===== src/rtl/rom_instr_prefetch_pkg.sv =====
// Shared definitions for the GSU instruction prefetch stage.
package rom_instr_prefetch_pkg;

    localparam int BANK_W   = 8;
    localparam int PC_W     = 16;
    localparam int OPCODE_W = 8;
    localparam int ENTRY_W  = OPCODE_W + PC_W;

    // Presented to decode whenever the queue is empty.
    localparam logic [OPCODE_W-1:0] NOP_OPCODE = 8'h01;

    typedef enum logic {
        IDLE   = 1'b0,
        ACCESS = 1'b1
    } fetch_state_t;

    // Fetch address increment; wraps within the bank.
    function automatic logic [PC_W-1:0] pc_incr(input logic [PC_W-1:0] a);
        return a + PC_W'(1);
    endfunction

endpackage


===== src/rtl/rom_instr_prefetch_fifo.sv =====
// First-word-fall-through queue holding {opcode, address} entries.
module instr_fifo #(
    parameter int DEPTH = 2,
    parameter int WIDTH = 24,
    localparam int CW   = $clog2(DEPTH + 1)
) (
    input  logic             clk,
    input  logic             srst,
    input  logic             clear,
    input  logic             push,
    input  logic [WIDTH-1:0] din,
    input  logic             pop,
    output logic [WIDTH-1:0] dout,
    output logic [CW-1:0]    count,
    output logic             empty,
    output logic             full
);

    localparam int PW = (DEPTH > 1) ? $clog2(DEPTH) : 1;

    logic [WIDTH-1:0] mem [DEPTH];
    logic [PW-1:0]    rd_ptr_reg;
    logic [PW-1:0]    wr_ptr_reg;
    logic [CW-1:0]    count_reg;
    logic             do_pop;
    logic             do_push;

    function automatic logic [PW-1:0] next_ptr(input logic [PW-1:0] p);
        return (p == PW'(DEPTH - 1)) ? '0 : p + PW'(1);
    endfunction

    // A pop on an empty queue is ignored; a push into a full queue only lands
    // when a pop frees the slot in the same cycle.
    assign do_pop  = pop && (count_reg != '0);
    assign do_push = push && ((count_reg != CW'(DEPTH)) || do_pop);

    // Pointer and occupancy bookkeeping; clear empties the queue outright.
    always_ff @(posedge clk) begin
        if (srst || clear) begin
            rd_ptr_reg <= '0;
            wr_ptr_reg <= '0;
            count_reg  <= '0;
        end else begin
            if (do_push) wr_ptr_reg <= next_ptr(wr_ptr_reg);
            if (do_pop)  rd_ptr_reg <= next_ptr(rd_ptr_reg);
            if (do_push && !do_pop)      count_reg <= count_reg + CW'(1);
            else if (!do_push && do_pop) count_reg <= count_reg - CW'(1);
        end
    end

    // Storage entries; only the slot under the write pointer is updated.
    generate
        for (genvar gi = 0; gi < DEPTH; gi++) begin : g_entry
            // Capture incoming entry into slot gi.
            always_ff @(posedge clk) begin
                if (do_push && (wr_ptr_reg == PW'(gi))) mem[gi] <= din;
            end
        end
    endgenerate

    assign dout  = mem[rd_ptr_reg];
    assign count = count_reg;
    assign empty = (count_reg == '0);
    assign full  = (count_reg == CW'(DEPTH));

endmodule


===== src/rtl/rom_instr_prefetch.sv =====
// Instruction prefetch: ROM fetch FSM with wait states, grant handling,
// redirect flush and a FWFT opcode queue towards decode.
module rom_instr_prefetch
    import rom_instr_prefetch_pkg::*;
#(
    parameter int ROM_WAIT = 3,
    parameter int DEPTH    = 2
) (
    input  logic                  clk_21mhz,
    input  logic                  reset,
    input  logic                  go,
    input  logic [BANK_W-1:0]     pbr,
    input  logic                  redirect,
    input  logic [PC_W-1:0]       redirect_pc,
    input  logic                  rom_grant,
    input  logic [OPCODE_W-1:0]   rom_d,
    output logic                  rom_req,
    output logic [BANK_W+PC_W-1:0] rom_a,
    output logic [OPCODE_W-1:0]   instr,
    output logic [PC_W-1:0]       instr_pc,
    output logic                  instr_valid,
    input  logic                  instr_ready,
    output logic [PC_W-1:0]       pc
);

    localparam int WW = $clog2(ROM_WAIT + 1);
    localparam int CW = $clog2(DEPTH + 1);

    fetch_state_t           state_reg;
    fetch_state_t           state_next;
    logic [WW-1:0]          wait_cnt_reg;
    logic [PC_W-1:0]        pc_reg;
    logic [BANK_W+PC_W-1:0] rom_a_reg;
    logic                   rom_req_reg;

    logic                   complete;
    logic                   room;
    logic                   start;
    logic                   push;
    logic [ENTRY_W-1:0]     fifo_dout;
    logic [CW-1:0]          fifo_count;
    logic                   fifo_empty;
    logic                   fifo_full;

    // Next-state and control decode. Room is judged counting this cycle's
    // push but not this cycle's pop, so the queue can never overflow.
    always_comb begin
        state_next = state_reg;
        complete   = (state_reg == ACCESS) && rom_grant && (wait_cnt_reg == WW'(1));
        room       = complete ? (fifo_count < CW'(DEPTH - 1)) : !fifo_full;
        start      = go && !redirect && room;
        push       = complete && !redirect;
        case (state_reg)
            IDLE:    if (start) state_next = ACCESS;
            ACCESS:  if (complete && !start) state_next = IDLE;
            default: state_next = IDLE;
        endcase
        if (redirect) state_next = IDLE;
    end

    // FSM state register.
    always_ff @(posedge clk_21mhz) begin
        if (reset) state_reg <= IDLE;
        else       state_reg <= state_next;
    end

    // Fetch datapath: address latch, request, wait counter and pc.
    always_ff @(posedge clk_21mhz) begin
        if (reset) begin
            pc_reg       <= '0;
            rom_a_reg    <= '0;
            rom_req_reg  <= 1'b0;
            wait_cnt_reg <= '0;
        end else if (redirect) begin
            pc_reg       <= redirect_pc;
            rom_req_reg  <= 1'b0;
            wait_cnt_reg <= '0;
        end else if (state_reg == IDLE) begin
            if (start) begin
                rom_a_reg    <= {pbr, pc_reg};
                rom_req_reg  <= 1'b1;
                wait_cnt_reg <= WW'(ROM_WAIT);
            end
        end else begin
            if (!rom_grant) begin
                // Losing the bus restarts the access from scratch.
                wait_cnt_reg <= WW'(ROM_WAIT);
            end else if (complete) begin
                pc_reg <= pc_incr(pc_reg);
                if (start) begin
                    rom_a_reg    <= {pbr, pc_incr(pc_reg)};
                    wait_cnt_reg <= WW'(ROM_WAIT);
                end else begin
                    rom_req_reg  <= 1'b0;
                    wait_cnt_reg <= '0;
                end
            end else begin
                wait_cnt_reg <= wait_cnt_reg - WW'(1);
            end
        end
    end

    instr_fifo #(
        .DEPTH (DEPTH),
        .WIDTH (ENTRY_W)
    ) u_fifo (
        .clk   (clk_21mhz),
        .srst  (reset),
        .clear (redirect),
        .push  (push),
        .din   ({rom_d, rom_a_reg[PC_W-1:0]}),
        .pop   (instr_ready),
        .dout  (fifo_dout),
        .count (fifo_count),
        .empty (fifo_empty),
        .full  (fifo_full)
    );

    assign rom_req     = rom_req_reg;
    assign rom_a       = rom_a_reg;
    assign pc          = pc_reg;
    assign instr_valid = !fifo_empty;
    assign instr       = fifo_empty ? NOP_OPCODE : fifo_dout[ENTRY_W-1:PC_W];
    assign instr_pc    = fifo_empty ? '0 : fifo_dout[PC_W-1:0];

endmodule


===== config.mk =====
export PLATFORM = sky130hd
export DESIGN_NAME = rom_instr_prefetch
export DESIGN_NICKNAME = d
export VERILOG_FILES = /design/src/rtl/rom_instr_prefetch_pkg.sv /design/src/rtl/rom_instr_prefetch_fifo.sv /design/src/rtl/rom_instr_prefetch.sv
export SDC_FILE = /design/constraint.sdc
export NUM_CORES = 1
export LEC_CHECK = 0
export BUFFER_PORTS_ARGS = -buffer_cell sky130_fd_sc_hd__buf_2
export CAP_MARGIN = 20
export CELL_PAD_IN_SITES_DETAIL_PLACEMENT = 0
export CELL_PAD_IN_SITES_GLOBAL_PLACEMENT = 1
export CORE_ASPECT_RATIO = 0.8
export CORE_MARGIN = 2
export CORE_UTILIZATION = 45
export DETAILED_ROUTE_END_ITERATION = 10
export PLACE_DENSITY_LB_ADDON = 0.2
export SYNTH_ARGS = -nofsm -noshare
export SYNTH_HDL_FRONTEND = slang
export SYNTH_SLANG_ARGS = --single-unit

===== constraint.sdc =====
create_clock -name clk_21mhz -period 8.9 [get_ports clk_21mhz]
set_input_delay 0.445 -clock clk_21mhz [delete_from_list [all_inputs] [get_ports clk_21mhz]]
set_output_delay 0.445 -clock clk_21mhz [all_outputs]
set_load 0.02 [all_outputs]

==> reports/results.txt, run 1 <==
Fin worst setup slack -> 6.15 ns
Status -> completed
Max Fanout on Critical Path -> 25
Dpl ws -> 5.67 ns
Tmin final -> 2.75 ns
Placed Instances -> 590
Async set-reset flop share out of synthesis -> 0
Clock Tree Buf Depth -> 2
Synthesized instance count -> 396
Resize count post-CTS -> 0
Syn Std Cell Area -> 0.00441 sq mm
Final Cell Area -> 0.00526 sq mm
Worst EP required -> 8.94 ns
Final setup fails -> 0
Pwr per Cell Area -> 185 mW/mm^2
Synth unique cells -> 40
Worst VDD drop -> 94.7 uV
Period utilisation layout -> 0.309
IO buf count -> 103
Max Cap Violations -> 0
Hold Crit Start -> rom_d[7]
Core area -> 0.00957 sq mm
First-pass GRT wire length -> 15300 um
# clock sinks -> 97
Post-Syn Nets -> 439
Top FF cell, synth -> dfxtp_1
Share of cells above drive strength 1 -> 0.293
DRC violations left -> 0
CTS root buf -> clkbuf_16
Mapped Avg Cell Area -> 11.1 sq um
Post-CTS Setup Bufs -> 0
R2r setup slk -> 6.15 ns
GRT Total Usage -> 0.187
Critical setup path kind -> reg -> reg
Max-slew headroom -> 0.359
Layout Nets -> 526
Yosys reg bits -> 97
CP Data Arrival Time -> 2.78 ns
Skew final -> 0.00971 ns
Seq/Total Area, Yosys -> 0.550
Antenna diodes -> 0
Nature of the critical path startpoint -> flip-flop
GP Congestion -> 0.764
Max reg flops -> 48
Worst R2R Start -> u_fifo.count[0]
Routed vias/inst -> 5.16
Largest net degree at the start of global routing -> 41
Area contributors post-synth -> edfxtp_1 33%, dfxtp_1 22%, mux2i_1 7.7%
Final hold slack -> 0.294 ns
Die span in y -> 92.5 um
Number of synthesized flops with an enable pin -> 48
Full die area -> 0.0106 sq mm
Worst r2r path cells -> 6
Clock buffer count from CTS -> 9
Worst-skew pair later-pin latency -> 0.34 ns
CTS H-tree lvls -> 3
Area after DPL -> 0.00493 sq mm
Ys Warns -> 0
Syn-to-layout area delta -> 19.4%
Most frequent cell after synthesis -> nor2_1
Number of fill cells -> 845
Initial Utilization -> 0.461
Num rows -> 32
TritonCTS clock tree -> yes
Wire length per cell -> 15.9 um
Fin. Hold Viols -> 0
Sum Neg Setup Slack -> 0 ns
Routed vias -> 3132
Final Max Tran Viols -> 0
Grt ovf -> 0
1st-iter DRT viols -> 173
Worst Hold End -> u_fifo.mem[0][23]
Top cells by count, synth -> 60 x nor2_1, 49 x dfxtp_1, 48 x edfxtp_1, 34 x mux2i_1, 24 x xnor2_1
Fmax -> 0.364 GHz
Dominant cell type by area after synthesis -> edfxtp_1
Hold Path Cell Cnt -> 1
CP endpoint kind -> flip-flop
# IOs -> 104
Initial antenna violation count -> 0
Post-synth top area share -> 0.327
RR Endpoint -> u_fifo.mem[1][3]
Worst hold path class -> in -> reg
RSZ-0062 raised after global routing -> no
Vias in the first global route -> 2972
Dpl hpwl -> 6570 um
Hold_buf cts -> 0
DIE WIDTH -> 115 um
Fin cells -> 607
Worst-Margin Slew -> 0.961 ns
CTS clk-pin slew, worst paths -> 0.07 ns
Leakage -> 1.99 nW
Routed Antenna Nets -> 0
Pre-antenna DRT Iters -> 4
Routed wire length -> 9630 um
layer usage:
metal / track usage / share of wire / up-vias
li1: - / - / 1583
met1: 0.259 / 0.49 / 1450
met2: 0.292 / 0.46 / 94
met3: 0.0530 / 0.048 / 5
met4: 0.0386 / 0.0065 / 0
met5: 0 / 0 / -
logic make-up (layout without fill, tap and decap cells):
| family | Yosys count | after routing | share of synthesized area |
|---|---|---|---|
| fa+ha+maj | 5 | 5 | 0.0142 |
| flops | 97 | 97 | 0.550 |
| buf+inv | 43 | 135 | 0.0480 |
| simple gates | 126 | 126 | 0.157 |
| mux | 34 | 34 | 0.0772 |
| compound gates | 61 | 61 | 0.0940 |
| xor+xnor | 30 | 30 | 0.0596 |
power breakdown:
group	internal, mW	total [mW]	switching, mW
Sequential	0.482	0.501	0.0195
Clock	0.222	0.390	0.168
Combinational	0.0315	0.0805	0.0491
worst max path at each step:
stage / from / endpoint / slack [ns] / depth (start not counted)
after floorplan: u_fifo.count[0] / u_fifo.mem[0][0] / 6.00 / 6
after detailed placement: u_fifo.count[0] / u_fifo.mem[1][2] / 5.67 / 5
final: u_fifo.count[0] / u_fifo.mem[1][3] / 6.15 / 6
after global placement: u_fifo.count[0] / u_fifo.mem[1][1] / 5.82 / 5
after CTS: u_fifo.count[0] / u_fifo.mem[1][3] / 5.62 / 5
after global routing: u_fifo.count[0] / u_fifo.mem[1][2] / 5.98 / 6
stage by stage:
stage | util | total power, mW
final | 0.550 | 0.972
after global routing | 0.550 | 1.01
after CTS | 0.547 | 0.981
after detailed placement | 0.515 | 0.591
after global placement | 0.515 | 0.590
after floorplan | - | 0.561
layout make-up:
cell class	count	area, sq um	area share
sequential	97	2420	0.461
timing repair buffer	107	566	0.108
inverter	12	45.0	0.00856
clock buffer	10	229	0.0435
clock inverter	6	73.8	0.0140
tap	119	149	0.0283
multi-input combinational	256	1780	0.338
critical path, stage by stage, from the launching register on:
cell      delay (ns)
dfxtp_1         0.46
inv_1           0.14
ha_1            0.55
nand2b_1        0.36
a211oi_2        0.36
and2_1          0.37
buf_16          0.21
cell usage in the layout (no fill, tap or decap), types with 2 or more instances in the layout:
cell        count
ha_1            5
nand2_1        16
nor4_1          3
o211ai_1        2
nand2b_1        3
inv_1          12
nand4_1         8
clkbuf_16       9
xor2_1          6
a21o_1          2
edfxtp_1       48
and3_1          2
a21oi_1        17
buf_4           3
nor2_1         60
xnor2_1        24
mux2i_1        34
nand3_1         5
nor3_2          2
buf_2         103
a211oi_2        4
clkinvlp_4      2
a311oi_1        4
or3_1           2
inv_6           2
nor3_1         10
nor4_2          6
nand4_4         2
dfxtp_1        49
o21ai_0        19
a211oi_1       11
Power figures use the tool's default switching activity.
==> run 2: changes to the inputs <==
--- a/config.mk
+++ b/config.mk
@@ -11,7 +11,7 @@
 export CELL_PAD_IN_SITES_GLOBAL_PLACEMENT = 1
 export CORE_ASPECT_RATIO = 0.8
 export CORE_MARGIN = 2
-export CORE_UTILIZATION = 45
+export CORE_UTILIZATION = 42
 export DETAILED_ROUTE_END_ITERATION = 10
 export PLACE_DENSITY_LB_ADDON = 0.2
 export SYNTH_ARGS = -nofsm -noshare
==> constraint.sdc (replaced) <==
create_clock -name clk_21mhz -period 2.8 [get_ports clk_21mhz]
set_input_delay 0.14 -clock clk_21mhz [delete_from_list [all_inputs] [get_ports clk_21mhz]]
set_output_delay 0.14 -clock clk_21mhz [all_outputs]
set_load 0.02 [all_outputs]
==> reports/results.txt, run 2 (synthesis gave the netlist of run 1 again) <==
Status -> completed
Sum Neg Setup Slack -> 0 ns (unchanged)
Sequential Power Share -> 0.506 (-0.010)
Pre-antenna DRT Iters -> 4 (unchanged)
Total power -> 3.14 mW (+220%)
Max Cap Violations -> 0 (unchanged)
DRC violations left -> 0 (unchanged)
Largest net degree at the start of global routing -> 41 (unchanged)
Largest delay share family, worst path -> simple AND/OR/NAND/NOR gates
Fin worst setup slack -> 0.534 ns (-5.62 ns)
RSZ-0062 raised after global routing -> no
Routed wire length -> 9380 um (-2.6%)
Nature of the critical path startpoint -> flip-flop
P_sw -> 0.760 mW (+220%)
Full die area -> 0.0113 sq mm (+6.9%)
CP Launch Point -> wait_cnt_reg[0]
Final setup fails -> 0 (unchanged)
Syn-to-layout area delta -> 22.4%
DIE WIDTH -> 119 um (+3.4%)
Clock share of power -> 0.408 (+0.006)
Initial Utilization -> 0.430 (-0.0302)
Dpl hpwl -> 6420 um (-2.2%)
Routed vias -> 3146 (+0.45%)
Number of fill cells -> 950 (+12%)
Pwr per Cell Area -> 582 mW/mm^2 (+220%)
1st-iter DRT viols -> 169 (-2.3%)
Hold Crit Start -> pbr[2]
Max-slew headroom -> 0.617 (+0.258)
Leading cell type in the layout, fill and taps excluded -> buf_2
Final hold slack -> 0.0392 ns (-0.255 ns)
Vias in the first global route -> 3006 (+1.1%)
IO buf count -> 103 (unchanged)
First-pass GRT wire length -> 15100 um (-1.8%)
Routed Antenna Nets -> 0 (unchanged)
Initial antenna violation count -> 0 (unchanged)
Max reg flops -> 48 (unchanged)
CP endpoint kind -> flip-flop
P_int -> 2.38 mW (+220%)
Antenna diodes -> 0 (unchanged)
Clock buffer count from CTS -> 9 (unchanged)
Skew final -> 0.00868 ns (-0.00104 ns)
Combinational power share -> 0.086 (+0.003)
Worst R2R Start -> wait_cnt_reg[0]
GP Congestion -> 0.781 (+2.3%)
Fmax -> 0.441 GHz (+21%)
CP bufs+invs -> 1 (-1)
Grt ovf -> 0 (unchanged)
GRT Total Usage -> 0.168 (-0.0190)
Critical path's largest stage delay -> 0.42 ns (-0.13 ns)
CP Data Arrival Time -> 2.27 ns (-0.51 ns)
Num rows -> 33 (+3.1%)
Worst VDD drop -> 342 uV (+260%)
Critical setup path kind -> reg -> reg
Routed vias/inst -> 4.92 (-4.7%)
Max Fanout on Critical Path -> 24 (-4.0%)
Tmin final -> 2.27 ns (-0.481 ns)
CP Cell Sequence -> ha_1 > nand3_4 > a211oi_2 > nor2b_2 > buf_4
CTS H-tree lvls -> 3 (unchanged)
Final Max Tran Viols -> 0 (unchanged)
Wire length per cell -> 14.6 um (-7.6%)
TritonCTS clock tree -> yes
CTS root buf -> clkbuf_16
Period utilisation layout -> 0.809 (+0.501)
Clock Tree Buf Depth -> 2 (unchanged)
Leading cell types in the layout, fill and taps excluded -> 103 x buf_2, 60 x nor2_1, 49 x dfxtp_1
CTS clk-pin slew, worst paths -> 0.07 ns (about the same)
Core area -> 0.0102 sq mm (+7.0%)
Die span in y -> 95.6 um (+3.4%)
Fin. Hold Viols -> 0 (unchanged)
Worst hold path class -> in -> reg
Worst EP required -> 2.80 ns (-6.14 ns)
# clock sinks -> 97 (unchanged)
Switch share -> 0.242 (-0.00155)
Worst-Margin Slew -> 0.570 ns (-0.391 ns)
Share of cells above drive strength 1 -> 0.296 (+0.00297)
Dpl ws -> 0.533 ns (-5.13 ns)
Layout Nets -> 538 (+2.3%)
# IOs -> 104 (unchanged)
Worst path slowest cell -> ha_1
Worst-skew pair later-pin latency -> 0.33 ns (about the same)
Leakage -> 2.06 nW (+3.2%)
==> run 2: cell types whose count changed in the layout (fill, tap and decap cells not counted), sizes merged <==
cell / before / now
buf: 107 / 111
clkinv: 0 / 2
dlygate4sd3: 0 / 8
clkinvlp: 2 / 0
==> run 2: final cells by class <==
| class | instances | area (sq um) | area share |
|---|---|---|---|
| flip-flops and latches | 97 | 2420 | 0.449 |
| repair buffers | 119 | 656 | 0.122 |
| multi-input cells | 256 | 1780 | 0.329 |
| clock inverters | 6 | 81.3 | 0.0151 |
| inverters | 12 | 45.0 | 0.00835 |
| clock buffers | 10 | 239 | 0.0443 |
| well taps | 140 | 175 | 0.0325 |
==> run 2: worst paths after layout <==
kind	to	slack, ns	cells past startpoint
max reg2reg	u_fifo.mem[0][3]	0.53	5
min reg2reg	rom_req	0.48	2
min	rom_a[18]	0.04	3
max	u_fifo.mem[0][3]	0.53	5
==> run 2: what timing repair did <==
item                                    in CTS  in global routing
buffers inserted                             0                  0
endpoints found under the hold margin       16                  0
endpoints found under the setup margin       0                  0
hold buffers                                 8                  0
gates resized for setup                      0                  0
==> run 2: per-stage QoR <==
| stage | std cells | util | area [sq um] |
|---|---|---|---|
| 6_report | 640 | 0.527 | 5390 |
| 3_5_place_dp | 616 | 0.488 | 4990 |
| 5_1_grt | 640 | 0.527 | 5390 |
| 4_1_cts | 640 | 0.527 | 5390 |
| 3_3_place_gp | 616 | 0.488 | 4990 |
| 2_1_floorplan | 396 | - | 4410 |
==> run 2: power by group through the flow <==
stage	Clock, mW	Combinational [mW]	Sequential [mW]
after floorplan	0	0.142	1.64
after global placement	0	0.259	1.62
after detailed placement	0	0.261	1.62
after CTS	1.32	0.271	1.59
after global routing	1.38	0.294	1.60
final	1.28	0.269	1.59
==> run 2: routing by layer <==
metal	vias up	track usage	share of wire
met1	1446	0.240	0.51
li1	1613	-	-
met3	6	0.0359	0.051
met5	-	0	0
met4	0	0.0427	0.0065
met2	81	0.260	0.43
==> run 2: tightest hold or removal path, cell delays in order <==
cell	delay [ns]
buf_2	0.07
mux2i_1	0.05
nor2_1	0.07
==> run 3: changes to the inputs <==
--- a/config.mk
+++ b/config.mk
@@ -5,13 +5,14 @@
 export SDC_FILE = /design/constraint.sdc
 export NUM_CORES = 1
 export LEC_CHECK = 0
+export ABC_AREA = 1
 export BUFFER_PORTS_ARGS = -buffer_cell sky130_fd_sc_hd__buf_2
 export CAP_MARGIN = 20
 export CELL_PAD_IN_SITES_DETAIL_PLACEMENT = 0
 export CELL_PAD_IN_SITES_GLOBAL_PLACEMENT = 1
 export CORE_ASPECT_RATIO = 0.8
 export CORE_MARGIN = 2
-export CORE_UTILIZATION = 42
+export CORE_UTILIZATION = 35
 export DETAILED_ROUTE_END_ITERATION = 10
 export PLACE_DENSITY_LB_ADDON = 0.2
 export SYNTH_ARGS = -nofsm -noshare
==> constraint.sdc (replaced) <==
create_clock -name clk_21mhz -period 2.05 [get_ports clk_21mhz]
set_input_delay 0.1025 -clock clk_21mhz [delete_from_list [all_inputs] [get_ports clk_21mhz]]
set_output_delay 0.1025 -clock clk_21mhz [all_outputs]
set_load 0.02 [all_outputs]
==> reports/results.txt, run 3 <==
Area of the multi-input gates -> 0.00175 sq mm (-1.3%)
CP Data Arrival Time -> 1.76 ns (-0.51 ns)
Dpl ws -> 0.204 ns (-0.329 ns)
Critical path's largest stage delay -> 0.35 ns (-0.07 ns)
Post-Syn Nets -> 591 (+35%)
First-pass GRT wire length -> 19500 um (+29%)
Synth unique cells -> 27 (-33%)
Area contributors post-synth -> edfxtp_1 32%, dfxtp_1 22%, nand2_1 12%
Core area -> 0.0123 sq mm (+21%)
Fin. Hold Viols -> 0 (unchanged)
DIE WIDTH -> 131 um (+10%)
Dominant cell type by area after synthesis -> edfxtp_1
# IOs -> 104 (unchanged)
Routed wire length -> 12000 um (+28%)
IO buf count -> 103 (unchanged)
Area after DPL -> 0.00525 sq mm (+5.1%)
Max Cap Violations -> 0 (unchanged)
Most frequent cell after synthesis -> nand2_1
CP endpoint kind -> output pin
Skew final -> 0.00871 ns (+0.0000296 ns)
Post-CTS Setup Bufs -> 0 (unchanged)
Max-slew headroom -> 0.678 (+0.0608)
Clock Tree Buf Depth -> 2 (unchanged)
Initial antenna violation count -> 0 (unchanged)
Critical setup path kind -> reg -> out
CTS root buf -> clkbuf_16
Initial Utilization -> 0.363 (-0.0672)
Largest net degree at the start of global routing -> 29 (-29%)
Tmin final -> 1.86 ns
Final Max Tran Viols -> 0 (unchanged)
Status -> completed
TritonCTS clock tree -> yes
Routed vias -> 3969 (+26%)
CTS H-tree lvls -> 3 (unchanged)
Max Fanout on Critical Path -> 25 (+4.2%)
Mapped Avg Cell Area -> 8.18 sq um (-27%)
Final setup fails -> 0 (unchanged)
CP bufs+invs -> 4 (+3)
Number of synthesized flops with an enable pin -> 48 (unchanged)
Fin cells -> 836 (+31%)
Ys Warns -> 0 (unchanged)
Utilization after layout -> 0.455 (-0.0717)
Reg area -> 0.00242 sq mm (unchanged)
Nature of the critical path startpoint -> flip-flop
# clock sinks -> 97 (unchanged)
Pre-antenna DRT Iters -> 4 (unchanged)
Worst-skew pair later-pin latency -> 0.33 ns (about the same)
Syn Std Cell Area -> 0.00448 sq mm (+1.7%)
Worst hold path class -> in -> reg
Post-synth top area share -> 0.322 (-0.00548)
Largest delay share family, worst path -> buffers and inverters
Total power -> 4.13 mW (+32%)
Seq/Total Area, Yosys -> 0.540 (-0.00921)
RSZ-0062 raised after global routing -> no
Worst EP required -> 1.95 ns (-0.85 ns)
Wire length per cell -> 14.4 um (-1.9%)
Top cells by count, synth -> 146 x nand2_1, 98 x nor2_1, 49 x dfxtp_1, 48 x edfxtp_1, 47 x inv_1
Antenna diodes -> 0 (unchanged)
DRC violations left -> 0 (unchanged)
Num rows -> 36 (+9.1%)
Synthesized instance count -> 548 (+38%)
Share of cells above drive strength 1 -> 0.218 (-0.0780)
Leading cell types in the layout, fill and taps excluded -> 146 x nand2_1, 103 x buf_2, 96 x nor2_1
Yosys reg bits -> 97 (unchanged)
Full die area -> 0.0137 sq mm (+21%)
Fmax -> 0.537 GHz
Syn-to-layout area delta -> 25.3%
CTS clk-pin slew, worst paths -> 0.07 ns (about the same)
Worst VDD drop -> 350 uV (+2.3%)
Max reg flops -> 48 (unchanged)
CP most frequent cell -> inv_1
Final Cell Area -> 0.00562 sq mm (+4.1%)
Vias in the first global route -> 3860 (+28%)
Async set-reset flop share out of synthesis -> 0 (unchanged)
Layout Nets -> 703 (+31%)
Leading cell type in the layout, fill and taps excluded -> nand2_1
Routed vias/inst -> 4.75 (-3.4%)
CP Cell Sequence -> inv_1 > ha_1 > inv_1 > buf_4 > o21ai_0 > nor2_1 > buf_2
Number of fill cells -> 1275 (+34%)
1st-iter DRT viols -> 240 (+42%)
Dpl hpwl -> 8640 um (+34%)
Leakage -> 2.48 nW (+21%)
Fin worst setup slack -> 0.189 ns (-0.345 ns)
GRT Total Usage -> 0.181 (+0.0133)
Routed Antenna Nets -> 0 (unchanged)
GP Congestion -> 0.847 (+8.4%)
Worst-Margin Slew -> 0.483 ns (-0.0873 ns)
Die span in y -> 105 um (+10%)
Top FF cell, synth -> dfxtp_1
Pwr per Cell Area -> 736 mW/mm^2 (+26%)
Worst path slowest cell -> dfxtp_1
Clock buffer count from CTS -> 9 (unchanged)
Grt ovf -> 0 (unchanged)
Placed Instances -> 812 (+32%)
Period utilisation layout -> 0.908
run 3: repair_timing:
item,in CTS,in global routing
hold endpoints to repair,16,0
hold buffers,8,0
setup endpoints to repair,0,0
resized for setup,0,0
run 3: metal layers:
layer / global-route usage / wire, um / vias up
li1: - / - / 2023
met5: 0 / 0 / -
met1: 0.243 / 5720 / 1843
met4: 0.0403 / 121 / 0
met2: 0.295 / 5620 / 93
met3: 0.0437 / 549 / 10
run 3: worst reg2reg max path, delay by kind of cell (launching register included):
kind / cells / cell delay (ns)
flip-flops: 1 / 0.36
buffers and inverters: 3 / 0.42
AND/OR/NAND/NOR: 3 / 0.41
AO/OA/AOI/OAI: 1 / 0.17
adder cells (fa/ha/maj): 1 / 0.18
run 3: area by class of cell:
cell class | count | area share
clock inverters | 5 | 0.0102
multi-input cells | 376 | 0.312
repair buffers | 127 | 0.134
flip-flops and latches | 97 | 0.431
inverters | 49 | 0.0327
clock buffers | 11 | 0.0414
well taps | 171 | 0.0381
run 3: metrics by stage:
step           hold slack, ns  TNS [ns]
2_1_floorplan           0.201     -4.11
3_3_place_gp            0.293         0
3_5_place_dp            0.299         0
4_1_cts                0.0263         0
5_1_grt                0.0337         0
6_report               0.0382         0
run 3: cells by family (layout without fill, tap and decap cells):
logic type,after synthesis,count (layout),share of synthesized area
xor gates and xnor gates,7,7,0.0137
and+or+nand+nor,277,277,0.246
DFF,97,97,0.540
AOI/OAI and AO/OA,87,87,0.116
adders and majority gates,5,5,0.0140
buffers and inverters,75,192,0.0695
run 3: where the power goes:
group	total (mW)	switching, mW	internal (mW)
clock	1.66	0.711	0.948
sequential	2.12	0.0478	2.07
combinational	0.356	0.222	0.134
total	4.13	0.981	3.15
run 3: path summary, 6_finish.rpt:
kind                                    endpoint             from  cells past startpoint  slack (ns)
worst min register to register           rom_req          rom_req                      2        0.46
worst min-delay path                       pc[4]   redirect_pc[4]                      3        0.04
worst max-delay path                 instr_pc[4]  u_fifo.count[0]                      7        0.19
worst max register to register  u_fifo.mem[1][1]  wait_cnt_reg[0]                      8        0.21
